--- config.mk ---
export PLATFORM = sky130hd
export DESIGN_NAME = fetch_buffer
export DESIGN_NICKNAME = d
export VERILOG_FILES = /design/src/rtl/fetch_pkg.sv /design/src/rtl/fetch_buffer_mem.sv /design/src/rtl/fetch_buffer.sv
export SDC_FILE = /design/constraint.sdc
export NUM_CORES = 1
export LEC_CHECK = 0
export BUFFER_PORTS_ARGS = -buffer_cell sky130_fd_sc_hd__buf_4
export CORE_ASPECT_RATIO = 1.25
export CORE_MARGIN = 1.5
export CORE_UTILIZATION = 45
export CTS_BUF_LIST = sky130_fd_sc_hd__clkbuf_8
export DETAILED_ROUTE_END_ITERATION = 16
export SYNTH_ARGS = -nofsm -noshare
export SYNTH_HDL_FRONTEND = slang
export SYNTH_SLANG_ARGS = --single-unit
--- constraint.sdc ---
create_clock -name clk -period 5.62 [get_ports clk]
set_input_delay 0.281 -clock clk [delete_from_list [all_inputs] [get_ports clk]]
set_output_delay 0.281 -clock clk [all_outputs]
set_load 0.05 [all_outputs]
--- src/rtl/fetch_pkg.sv ---
// fetch_pkg: shared types and constants for the fetch buffer
// entry layout, widths and the IFU reset PC
package fetch_pkg;

  localparam int INSTR_W = 32;
  localparam int PC_W    = 32;

  localparam logic [PC_W-1:0] RESET_PC = 32'h0000_3000;

  typedef struct packed {
    logic [PC_W-1:0]    pc;
    logic [INSTR_W-1:0] instr;
  } fetch_entry_t;

endpackage

--- src/rtl/fetch_buffer_mem.sv ---
// fetch_buffer_mem: DEPTH x fetch_entry_t register array
// sync write, async read, sync reset-to-zero
module fetch_buffer_mem
  import fetch_pkg::*;
#(
  parameter int DEPTH = 4
) (
  input  logic                       clk,
  input  logic                       reset,
  input  logic                       we,
  input  logic [$clog2(DEPTH)-1:0]   waddr,
  input  fetch_entry_t               wdata,
  input  logic [$clog2(DEPTH)-1:0]   raddr,
  output fetch_entry_t               rdata
);

  fetch_entry_t mem_q [DEPTH];
  fetch_entry_t mem_d [DEPTH];

  // next array contents: write one slot when enabled
  always_comb begin
    mem_d = mem_q;
    if (we) mem_d[waddr] = wdata;
  end

  // storage register, cleared on reset
  always_ff @(posedge clk) begin
    if (reset) mem_q <= '{default: '0};
    else       mem_q <= mem_d;
  end

  assign rdata = mem_q[raddr];

endmodule

--- src/rtl/fetch_buffer.sv ---
// fetch_buffer: in-order queue between IFU and decode, flushed on redirect
// optional zero-latency bypass under FETCH_BUFFER_BYPASS_EN
module fetch_buffer
  import fetch_pkg::*;
#(
  parameter int DEPTH = 4
) (
  input  logic                     clk,
  input  logic                     reset,
  input  logic [INSTR_W-1:0]       fetch_instr,
  input  logic [PC_W-1:0]          fetch_pc,
  output logic                     fetch_enable,
  input  logic                     flush,
  output logic                     d_valid,
  input  logic                     d_ready,
  output logic [INSTR_W-1:0]       d_instr,
  output logic [PC_W-1:0]          d_pc,
  output logic [$clog2(DEPTH):0]   level
);

  localparam int AW = $clog2(DEPTH);
  localparam logic [AW:0]   FULL_CNT = DEPTH[AW:0];
  localparam logic [AW-1:0] PTR_ONE  = 1;
  localparam logic [AW:0]   CNT_ONE  = 1;

  logic [AW-1:0] wr_ptr_q, wr_ptr_d;
  logic [AW-1:0] rd_ptr_q, rd_ptr_d;
  logic [AW:0]   count_q, count_d;

  logic push, pop, bypass;
  logic wr_en, rd_en;
  fetch_entry_t wr_entry, rd_entry;

  assign fetch_enable = (count_q != FULL_CNT) | flush;
  assign push         = fetch_enable & ~flush;

`ifdef FETCH_BUFFER_BYPASS_EN
  assign bypass = (count_q == '0) & push & ~reset;
`else
  assign bypass = 1'b0;
`endif

  assign d_valid = (count_q != '0) | bypass;
  assign d_instr = bypass ? fetch_instr : rd_entry.instr;
  assign d_pc    = bypass ? fetch_pc    : rd_entry.pc;
  assign pop     = d_valid & d_ready & ~flush;

  // a bypassed pair taken by decode never touches storage
  assign wr_en = push & ~(bypass & d_ready);
  assign rd_en = pop & ~bypass;

  assign wr_entry = '{pc: fetch_pc, instr: fetch_instr};
  assign level    = count_q;

  fetch_buffer_mem #(
    .DEPTH (DEPTH)
  ) u_mem (
    .clk   (clk),
    .reset (reset),
    .we    (wr_en),
    .waddr (wr_ptr_q),
    .wdata (wr_entry),
    .raddr (rd_ptr_q),
    .rdata (rd_entry)
  );

  // pointer/count next state; flush clears everything
  always_comb begin
    wr_ptr_d = wr_ptr_q;
    rd_ptr_d = rd_ptr_q;
    count_d  = count_q;
    if (flush) begin
      wr_ptr_d = '0;
      rd_ptr_d = '0;
      count_d  = '0;
    end else begin
      if (wr_en) wr_ptr_d = wr_ptr_q + PTR_ONE;
      if (rd_en) rd_ptr_d = rd_ptr_q + PTR_ONE;
      unique case ({wr_en, rd_en})
        2'b10:   count_d = count_q + CNT_ONE;
        2'b01:   count_d = count_q - CNT_ONE;
        default: count_d = count_q;
      endcase
    end
  end

  // pointer/count registers; reset dominates flush
  always_ff @(posedge clk) begin
    if (reset) begin
      wr_ptr_q <= '0;
      rd_ptr_q <= '0;
      count_q  <= '0;
    end else begin
      wr_ptr_q <= wr_ptr_d;
      rd_ptr_q <= rd_ptr_d;
      count_q  <= count_d;
    end
  end

endmodule

# After elaboration in Yosys (flattened, before gate mapping)
# Index checks and enable logic that the tools add are counted.
[totals]
in_bits = 68
register_bits = 263
wordCells = 39
[classes]
reduce_logical = 4
bitwise = 7
muxes = 7
n_addsub = 4
magnitude_cmp = 3
eq_ne = 3
[op_table]
columns = ["op", "n"]
rows = [
  ["bitwise mux 256 bit", 1],
  ["two-way mux 64 bit", 3],
  ["binary-select mux 64 bit (select 2 bit)", 1],
  ["demux 64 bit (select 2 bit)", 1],
  ["greater-or-equal comparator 3 bit, second input constant", 2],
  ["NOT 2 -> 3 bit", 2],
  ["case mux 3 bit (2 select lines)", 1],
  ["adder 2 x 1 -> 2 bit, second input constant", 2],
  ["adder 3 x 1 -> 3 bit, second input constant", 1],
  ["bitwise AND 1 bit", 3],
  ["less-than comparator 3 x 1 -> 1 bit, second input constant", 1],
  ["inequality test 3 bit, second input constant", 1],
  ["nonzero test 3 bit", 1],
  ["subtractor 3 x 1 -> 3 bit, second input constant", 1],
  ["== test 2 x 1 -> 1 bit, second input constant", 1],
  ["== test 2 bit, second input constant", 1],
  ["nonzero test 2 bit", 1],
  ["OR reduction 2 bit", 1],
  ["logical AND 1 bit", 1],
  ["NOT 1 bit", 1],
  ["bitwise OR 1 bit", 1],
]

# Longest topological paths before layout
# Gate-level depths: netlist of the first run.
[logic_depth]
ltp_word = 6
depth_mapped = 8
mapped_depth_nobuf = 6

# Hierarchy
# A second synthesis of the first run with hierarchy kept.
[hier_totals]
cells_unflattened = 1020
hier_area_um2 = 11946.5
[by_module_without_submodules]
columns = ["mod", "cells_per_inst", "instances", "seq_area_each_um2", "area_per_inst_um2"]
rows = [
  ["fetch_buffer_mem", 979, 1, 5124.9, 11588.6],
  ["fetch_buffer", 41, 1, 140.1, 357.8],
]

# Least setup slack after synthesis of the first run
# No wires, ideal clock.
[synth_path]
kind = "register to register"
start = "register count_q[2], in the netlist level[2]"
end = "register count_q[1], in the netlist level[1]"
setup_ps = 70
t_arrival_ps = 2117
required_ps = 5550
slack_ps = 3433
n_path_buf = 1
synth_period_minus_slack_ps = 2187
path_stages_with_launch = 7
path_cell_list = "dfxtp_1 or3b_1 buf_6 or2b_1 ha_1 or3_1 a21oi_1"
[synth_between]
elab_chain_len = 5
word_cells_on_any_way = 10
classes_between = "3 x eq/ne; 1 x mux; 4 x bitwise; 2 x reduce/logical"
[synth_lines]
columns = ["item", "line_no", "source"]
rows = [
  ["start, declared", "fetch_buffer.sv:28", "logic [AW:0] count_q, count_d;"],
  ["start signal, assigned", "fetch_buffer.sv:96", "count_q <= count_d;"],
  ["inequality test 3 bit / nonzero test 3 bit (equally long branches)", "fetch_buffer.sv:34, fetch_buffer.sv:43", ""],
  ["bitwise OR 1 bit / bitwise AND 1 bit (equally long branches)", "fetch_buffer.sv:34, fetch_buffer.sv:46", ""],
  ["bitwise AND 1 bit, on equally long branches", "fetch_buffer.sv:35, fetch_buffer.sv:46", ""],
  ["== test 2 x 1 -> 1 bit / == test 2 bit (equally long branches)", "fetch_buffer.sv:79", "unique case ({wr_en, rd_en})"],
  ["case mux 3 bit (2 select lines) / nonzero test 2 bit (equally long branches)", "n/a", ""],
]
# Several ways; a longest one is shown, not always the timed one.
# A chain may end at the register's enable or synchronous reset.

# Final worst setup path of the first run
[layout_path]
start = "register rd_ptr_q[0]"
end = "output d_instr[1]"
[layout_between]
elab_chain_len = 4
[layout_lines]
columns = ["item", "line_no", "source"]
rows = [
  ["start, declared", "fetch_buffer.sv:27", "logic [AW-1:0] rd_ptr_q, rd_ptr_d;"],
  ["start signal, assigned", "fetch_buffer.sv:95", "rd_ptr_q <= rd_ptr_d;"],
  ["NOT 2 -> 3 bit (implied by the code)", "fetch_buffer_mem.sv:32", "assign rdata = mem_q[raddr];"],
  ["binary-select mux 64 bit (select 2 bit)", "fetch_buffer_mem.sv:32", ""],
  ["two-way mux 64 bit (implied by the code) (2 in series)", "fetch_buffer_mem.sv:32", ""],
  ["end, declared", "fetch_buffer.sv:16", "output logic [INSTR_W-1:0] d_instr,"],
]
# No other way between the ends. The select of a mux whose other input is x is not followed.

==> results of run 1 <==
[cell type report]
| cell class | instances | area share, % |
|---|---|---|
| clock buffers | 55 | 5.419 |
| well taps | 340 | 3.046 |
| multi-input cells | 681 | 45.19 |
| flip-flops and latches | 263 | 37.75 |
| repair buffers | 145 | 7.820 |
| inverters | 2 | 0.05374 |
| clock inverters | 19 | 0.7255 |
[power breakdown]
part / switching, µW / internal (µW)
clock: 740 / 917
combinational: 273 / 209
sequential: 33.2 / 1920
total: 1050 / 3050
[metal layers]
metal | track usage (%) | up-vias | wire length, µm
met5 | 0 | - | 0
met4 | 4.864 | 0 | 371
met3 | 4.645 | 34 | 1492
met2 | 30.24 | 157 | 12160
met1 | 24.07 | 3657 | 11760
li1 | - | 3751 | -
[tightest hold or removal path, delay by kind of cell]
| family | cells | cell delay [ns] |
|---|---|---|
| AND/OR/NAND/NOR | 1 | 0.09 |
| buffers and inverters | 1 | 0.07 |
| multiplexers | 1 | 0.13 |
[flip-flops by register name, indices dropped and copies added, names as in the netlist]
signal	flops
wr_ptr_q	2
rd_ptr_q	2
level	3
u_mem.mem_q	256
[cells by family (layout without fill, tap and decap cells)]
family | Yosys count | count (layout) | synth area share (%)
simple gates | 344 | 344 | 17.72
mux | 323 | 323 | 33.33
flops | 263 | 263 | 43.51
buf+inv | 84 | 221 | 4.342
fa+ha+maj | 5 | 5 | 0.5170
xor+xnor | 5 | 5 | 0.3619
compound gates | 4 | 4 | 0.2171
[stage by stage]
step                      instance area (µm²)  std cells  hold WS (ns)  worst slack (ns)
after detailed placement                13110       1431        0.4589             2.836
after CTS                               13970       1505       0.03800             2.239
after global placement                  13110       1431        0.4552             2.840
after global routing                    13970       1505       0.06253             2.148
after floorplan                         12100       1028        0.4455             3.433
final                                   13970       1505       0.07193             2.405
[how the worst min path moves through the flow]
stage	to	startpoint	depth (start not counted)	slack, ns
2_1_floorplan	u_mem.mem_q[122]	u_mem.mem_q[122]	2	0.45
3_3_place_gp	u_mem.mem_q[44]	u_mem.mem_q[44]	2	0.46
3_5_place_dp	u_mem.mem_q[89]	u_mem.mem_q[89]	2	0.46
4_1_cts	u_mem.mem_q[30]	fetch_instr[30]	3	0.04
5_1_grt	u_mem.mem_q[164]	fetch_pc[4]	3	0.06
6_report	u_mem.mem_q[240]	fetch_pc[16]	3	0.07
[layout by cell type (no fill, tap or decap), types with 2 or more instances in the layout]
master / synthesis / routed
or2_2: 2 / 2
nand2_1: 2 / 2
clkbuf_8: 0 / 55
mux2i_1: 259 / 259
xor2_1: 3 / 3
xnor2_1: 2 / 2
inv_1: 2 / 19
mux4_2: 64 / 64
nand2b_1: 320 / 320
nor2_1: 8 / 8
dfxtp_1: 263 / 261
or3_1: 3 / 3
buf_4: 15 / 144
dfxtp_4: 0 / 2
ha_1: 5 / 5
nand3b_1: 4 / 4
[synthesized netlist by cell type (all sizes together)]
master and number:
mux4 64, or3b 1, xor2 3, or3 3, or2b 1, dfxtp 263, xnor2 2, and3b 2
o21ai 1, nand2b 320, mux2i 259, ha 5, clkbuf 43, nor2b 1, buf 39, nor2 8
a21oi 1, or2 2, nand3b 4, inv 2, nand2 2, o31ai 1, o311ai 1
==> metrics.csv, run 1 <==
stage,metric,value,unit
critical_path,Critical Path Sink,d_instr[1],
critical_path,critical path depth in cells,3,
sta,RSZ-0062 raised after global routing,no,
power_and_ir_drop,Worst VDD drop,0.1369,mV
synthesis,"Seq/Total Area, Yosys",43.51,%
power_and_ir_drop,overall power,4094,µW
power_and_ir_drop,pwr dens,293.1,nW/µm²
critical_path,FF-to-FF setup slack,2.86,ns
critical_path,Critical Path RT,5.34,ns
sta,Slew @ Worst Pin,1.147,ns
worst_hold_path,min-delay worst type,primary input to register,
placed_design,gpl congestion,0.6936,
critical_path,critical-path cell list,buf_4 -> mux4_2 -> buf_4,
drt,vias,7599,
sta,post-route minimum period,3.215,ns
synthesis,dominant cells by area after synthesis,"dfxtp_1, mux2i_1, nand2b_1",
clock_network,CTS resizes,0,
critical_path,Reg-to-Reg Start,level[2],
placed_design,dpl hpwl,14670,µm
finish,final net count,1211,
sta,Layout Skew,0.01518,ns
finish,proportion of layout cells with a drive suffix above 1,23.35,%
floorplan,Die X,149.7,µm
critical_path,Crit Path Max Fanout,44,
synthesis,yosys warns,0,
finish,Fill cells,2325,
synthesis,Syn Inst Count,1028,
floorplan,number of placement rows,66,
floorplan,die height,186.3,µm
clock_network,CTS buffer count,45,
synthesis,cell taking the most area after synthesis,dfxtp_1,
clock_network,Clock Sinks,263,
finish,Area Overhead vs Synth,15.43,%
clock_network,H-tree depth,2,
global_routing,global route overflow,0,
floorplan,core region area,26260,µm²
critical_path,worst reg2reg path depth,4,
sta,sum of negative setup slack,0,ns
sta,endpoints failing hold,0,
global_routing,initial antenna violation count,0,
global_routing,pin count of the biggest net entering global routing,161,
drt,TritonRoute pass-1 iters,4,
power_and_ir_drop,LEAKAGE,0.006134,µW
job,Max Cap Viol,0,
finish,area of the multi-input gates,6312,µm²
global_routing,Total GRT Usage,18.43,%
critical_path,dominant cell type by count on the critical path,buf_4,
synthesis,syn nets,1101,
floorplan,initial core utilization,46.08,%
drt,Antenna Nets Post-Route,0,
critical_path,Crit path max-delay family,flip-flops,
finish,final core area utilization,53.19,%
drt,vias per cell,5.049,
sta,Setup Viol. Count Final,0,
placed_design,PortBufs,136,
clock_network,Post-CTS Setup Inserts,0,
clock_network,CTS root buf,clkbuf_8,
critical_path,CP max-delay cell,dfxtp_4,
synthesis,post-synthesis cell area,12100,µm²
drt,starting DRC count in detailed routing,302,
drt,drt drc,0,
critical_path,Worst path max stage delay,0.99,ns
critical_path,"Buf+Inv Stages, Crit Path",2,
clock_network,clk_lat worst skew,0.55,ns
sta,Slew HR,23.53,%
synthesis,Mapped Avg Cell Area,11.77,µm²
critical_path,R2R Path End,u_mem.mem_q[169],
clock_network,CTS tree,built,
drt,DR WL/cell,17.13,µm
synthesis,post-synth cell types,28,
status,status,"complete, no violations",
drt,final wirelength,25780,µm
clock_network,# hold bufs at CTS,0,
sta,period utilisation layout,57.21,%
critical_path,CP Capture Type,output port,
floorplan,Ports,137,
clock_network,clock tree buffer depth,3,
critical_path,CP startpoint,rd_ptr_q[0],
floorplan,area of the die,27890,µm²
critical_path,critical path type,register to output port,
clock_network,clk slew on worst S/H paths,0.06,ns
critical_path,Arrival @ worst endpoint,2.93,ns
critical_path,CP startpoint kind,register,
finish,# diodes,0,
sta,maximum clock rate,311.0,MHz
finish,Reg area,5273,µm²
global_routing,vias in the first global route,7865,
sta,Slew Limit Fails,0,
global_routing,first-pass GRT wire length,41400,µm
synthesis,post-synth top area share,43.51,%
synthesis,register bit total from synthesis,263,
Note: power is estimated with default switching activity, not from simulation.
==> run 2: changes to the inputs <==
- ABC_AREA: default -> 1
- clock period: 5.62 -> 3 ns (I/O delays scaled with it)
==> run 2 against run 1 <==
Clock-buffer cell count is 7 lower. Global-route usage is 3.2 points higher. Combinational power grew to 2.8 times the previous value. First-iteration DRC count is 97% higher. Power is 93% higher. Non-clock buffer count is 79 higher. Critical path depth is 1 higher. Clock power is 69% higher. Sequential power is 92% higher. Critical endpoint is now d_instr[9]. Largest power group unchanged.
==> metrics.csv, run 2 <==
stage,metric,value,unit,change
synthesis,Post-synth ARST share,0,%,unchanged
finish,final net count,2266,,+87%
synthesis,"EDFF count, synth",0,,unchanged
finish,proportion of layout cells with a drive suffix above 1,9.702,%,-14 points
worst_hold_path,min-delay worst type,primary input to register,,
placed_design,dpl hpwl,18130,µm,+24%
finish,fin area,15100,µm²,+8.1%
global_routing,vias in the first global route,10950,,+39%
drt,DR WL/cell,12.33,µm,-28%
critical_path,CP Capture Type,output port,,
power_and_ir_drop,LEAKAGE,0.008117,µW,+32%
clock_network,H-tree depth,2,,unchanged
finish,Fill cells,2810,,+21%
synthesis,syn nets,2123,,+93%
sta,period utilisation layout,81.97,%,
finish,max reg flops,256,,unchanged
global_routing,pin count of the biggest net entering global routing,92,,-43%
synthesis,yosys warns,0,,unchanged
floorplan,number of placement rows,68,,+3.0%
synthesis,most frequent cell after synthesis,nand2_1,,
global_routing,first-pass GRT wire length,52650,µm,+27%
synthesis,Syn Inst Count,2050,,+99%
clock_network,clk_lat worst skew,0.54,ns,about the same
finish,"Most flops, register",u_mem.mem_q,,
finish,Area Overhead vs Synth,18.57,%,
drt,drt drc,0,,unchanged
synthesis,top_reg_cell synth,dfxtp_1,,
floorplan,initial core utilization,45.92,%,-0.17 points
synthesis,dominant cells by area after synthesis,"dfxtp_1, nand2_1, nor2_1",,
clock_network,Clock Sinks,263,,unchanged
sta,maximum clock rate,406.6,MHz,
sta,Slew @ Worst Pin,0.9029,ns,-0.2442 ns
floorplan,die height,191.1,µm,+2.5%
floorplan,core region area,27740,µm²,+5.6%
synthesis,"Seq/Total Area, Yosys",41.34,%,-2.2 points
placed_design,PortBufs,136,,unchanged
critical_path,Crit Path Max Fanout,67,,+52%
synthesis,post-synth top area share,41.34,%,-2.2 points
drt,vias,11920,,+57%
critical_path,Arrival @ worst endpoint,2.31,ns,-0.62 ns
critical_path,critical path type,register to output port,,
power_and_ir_drop,Worst VDD drop,0.3684,mV,+170%
floorplan,area of the die,29330,µm²,+5.1%
clock_network,CTS tree,built,,
synthesis,synth cell count leaders,"nand2_1, nor2_1, inv_1",,
global_routing,initial antenna violation count,0,,unchanged
drt,vias per cell,4.643,,-8.0%
global_routing,global route overflow,0,,unchanged
clock_network,CTS root buf,clkbuf_8,,
global_routing,Total GRT Usage,21.58,%,+3.2 points
status,status,"complete, no violations",,
clock_network,Post-CTS Setup Inserts,0,,unchanged
sta,endpoints failing hold,0,,unchanged
sta,Slew Limit Fails,0,,unchanged
finish,"leading cell type in the layout, fill and taps excluded",nand2_1,,
sta,RSZ-0062 raised after global routing,no,,
synthesis,post-synthesis cell area,12740,µm²,+5.2%
sta,sum of negative setup slack,0,ns,unchanged
power_and_ir_drop,pwr dens,523.6,nW/µm²,+79%
floorplan,Ports,137,,unchanged
clock_network,CTS resizes,0,,unchanged
synthesis,cell taking the most area after synthesis,dfxtp_1,,
finish,most frequent cells in the layout,"nand2_1, nor2_1, inv_1",,
sta,Slew HR,39.81,%,+16 points
critical_path,Critical Path RT,2.85,ns,-2.49 ns
synthesis,Mapped Avg Cell Area,6.213,µm²,-47%
critical_path,CP startpoint kind,register,,
drt,starting DRC count in detailed routing,595,,+97%
job,Max Cap Viol,0,,unchanged
clock_network,CTS buffer count,44,,-2.2%
clock_network,clk slew on worst S/H paths,0.06,ns,about the same
drt,final wirelength,31630,µm,+23%
drt,TritonRoute pass-1 iters,5,,+1
synthesis,register bit total from synthesis,263,,unchanged
finish,# diodes,0,,unchanged
floorplan,Die X,153.5,µm,+2.5%
sta,Layout Skew,0.01633,ns,+0.001147 ns
sta,post-route minimum period,2.459,ns,
placed_design,DP Area,13680,µm²,+4.3%
synthesis,post-synth cell types,17,,-39%
sta,Setup Viol. Count Final,0,,unchanged
drt,Antenna Nets Post-Route,0,,unchanged
clock_network,clock tree buffer depth,3,,unchanged
placed_design,gpl congestion,0.7548,,+8.8%
## run 2: cell types whose count changed after synthesis, moves of 64 or more
cell	before	now
nand2_1	2	591
nor2_1	8	520
a21oi_1	1	197
mux4_2	64	0
nand2b_1	320	0
mux2i_1	259	0
o21ai_0	1	66
inv_1	2	269
## run 2: path summary, 6_finish.rpt
path / start / to / slack (ns) / cells past startpoint
hold / removal: fetch_pc[12] / u_mem.mem_q[172] / 0.41 / 4
hold reg to reg: wr_ptr_q[0] / wr_ptr_q[0] / 0.49 / 1
setup reg to reg: rd_ptr_q[0] / rd_ptr_q[0] / 0.96 / 5
setup / recovery: rd_ptr_q[0] / d_instr[9] / 0.54 / 4
## run 2: area by class of cell
| class | instances | area, µm² | area share [%] |
|---|---|---|---|
| Clock buffer | 48 | 660.6 | 4.375 |
| Timing Repair Buffer | 224 | 1964 | 13.01 |
| Sequential cell | 263 | 5266 | 34.87 |
| Multi-Input combinational cell | 1391 | 5670 | 37.55 |
| Tap cell | 350 | 437.9 | 2.900 |
| Clock inverter | 21 | 80.08 | 0.5303 |
| Inverter | 269 | 1021 | 6.761 |
## run 2: logic make-up (layout without fill, tap and decap cells)
family | after synthesis | count (layout) | synth area share [%]
flip-flops | 263 | 263 | 41.34
buffers and inverters | 396 | 562 | 14.37
XOR/XNOR | 1 | 1 | 0.06878
AO/OA/AOI/OAI | 263 | 263 | 10.34
AND/OR/NAND/NOR | 1122 | 1122 | 33.39
adder cells (fa/ha/maj) | 5 | 5 | 0.4912
## run 2: report_power, final
part / total (µW) / leakage (µW) / internal (µW) / switching [µW]
combinational: 1360 / 0.00551 / 465 / 891
sequential: 3740 / 0.00215 / 3670 / 73.6
clock: 2810 / 0.000456 / 1440 / 1370
## run 2: through the flow
step	hold WS (ns)	power, µW	std cells	setup WS [ns]	util (%)
final	0.4063	7907	2566	0.5408	54.44
after detailed placement	0.4126	5104	2429	1.029	49.32
after global routing	0.3860	8329	2566	0.4442	54.44
after global placement	0.4073	5085	2429	1.077	49.32
after CTS	0.3728	8021	2566	0.5356	54.44
after floorplan	0.2849	4720	2050	0.7107	-
## run 2: worst max-delay path: stages (launching register included)
cell and delay [ns]:
dfxtp_2 0.36, buf_4 0.72, a21oi_1 0.16, a21oi_1 0.27, buf_4 0.25
## run 2: metal layers
layer  vias up  global-route usage (%)  part of all wire [%]
li1       6358                       -                     -
met1      5281                   27.07                    46
met2       239                   37.85                    47
met3        37                   4.217                   5.1
met4         0                   5.713                   1.7
met5         -                       0                     0
## run 2: repair_timing
item,CTS,global route
endpoints found under the setup margin,0,0
hold endpoints to repair,263,0
hold buffers,68,0
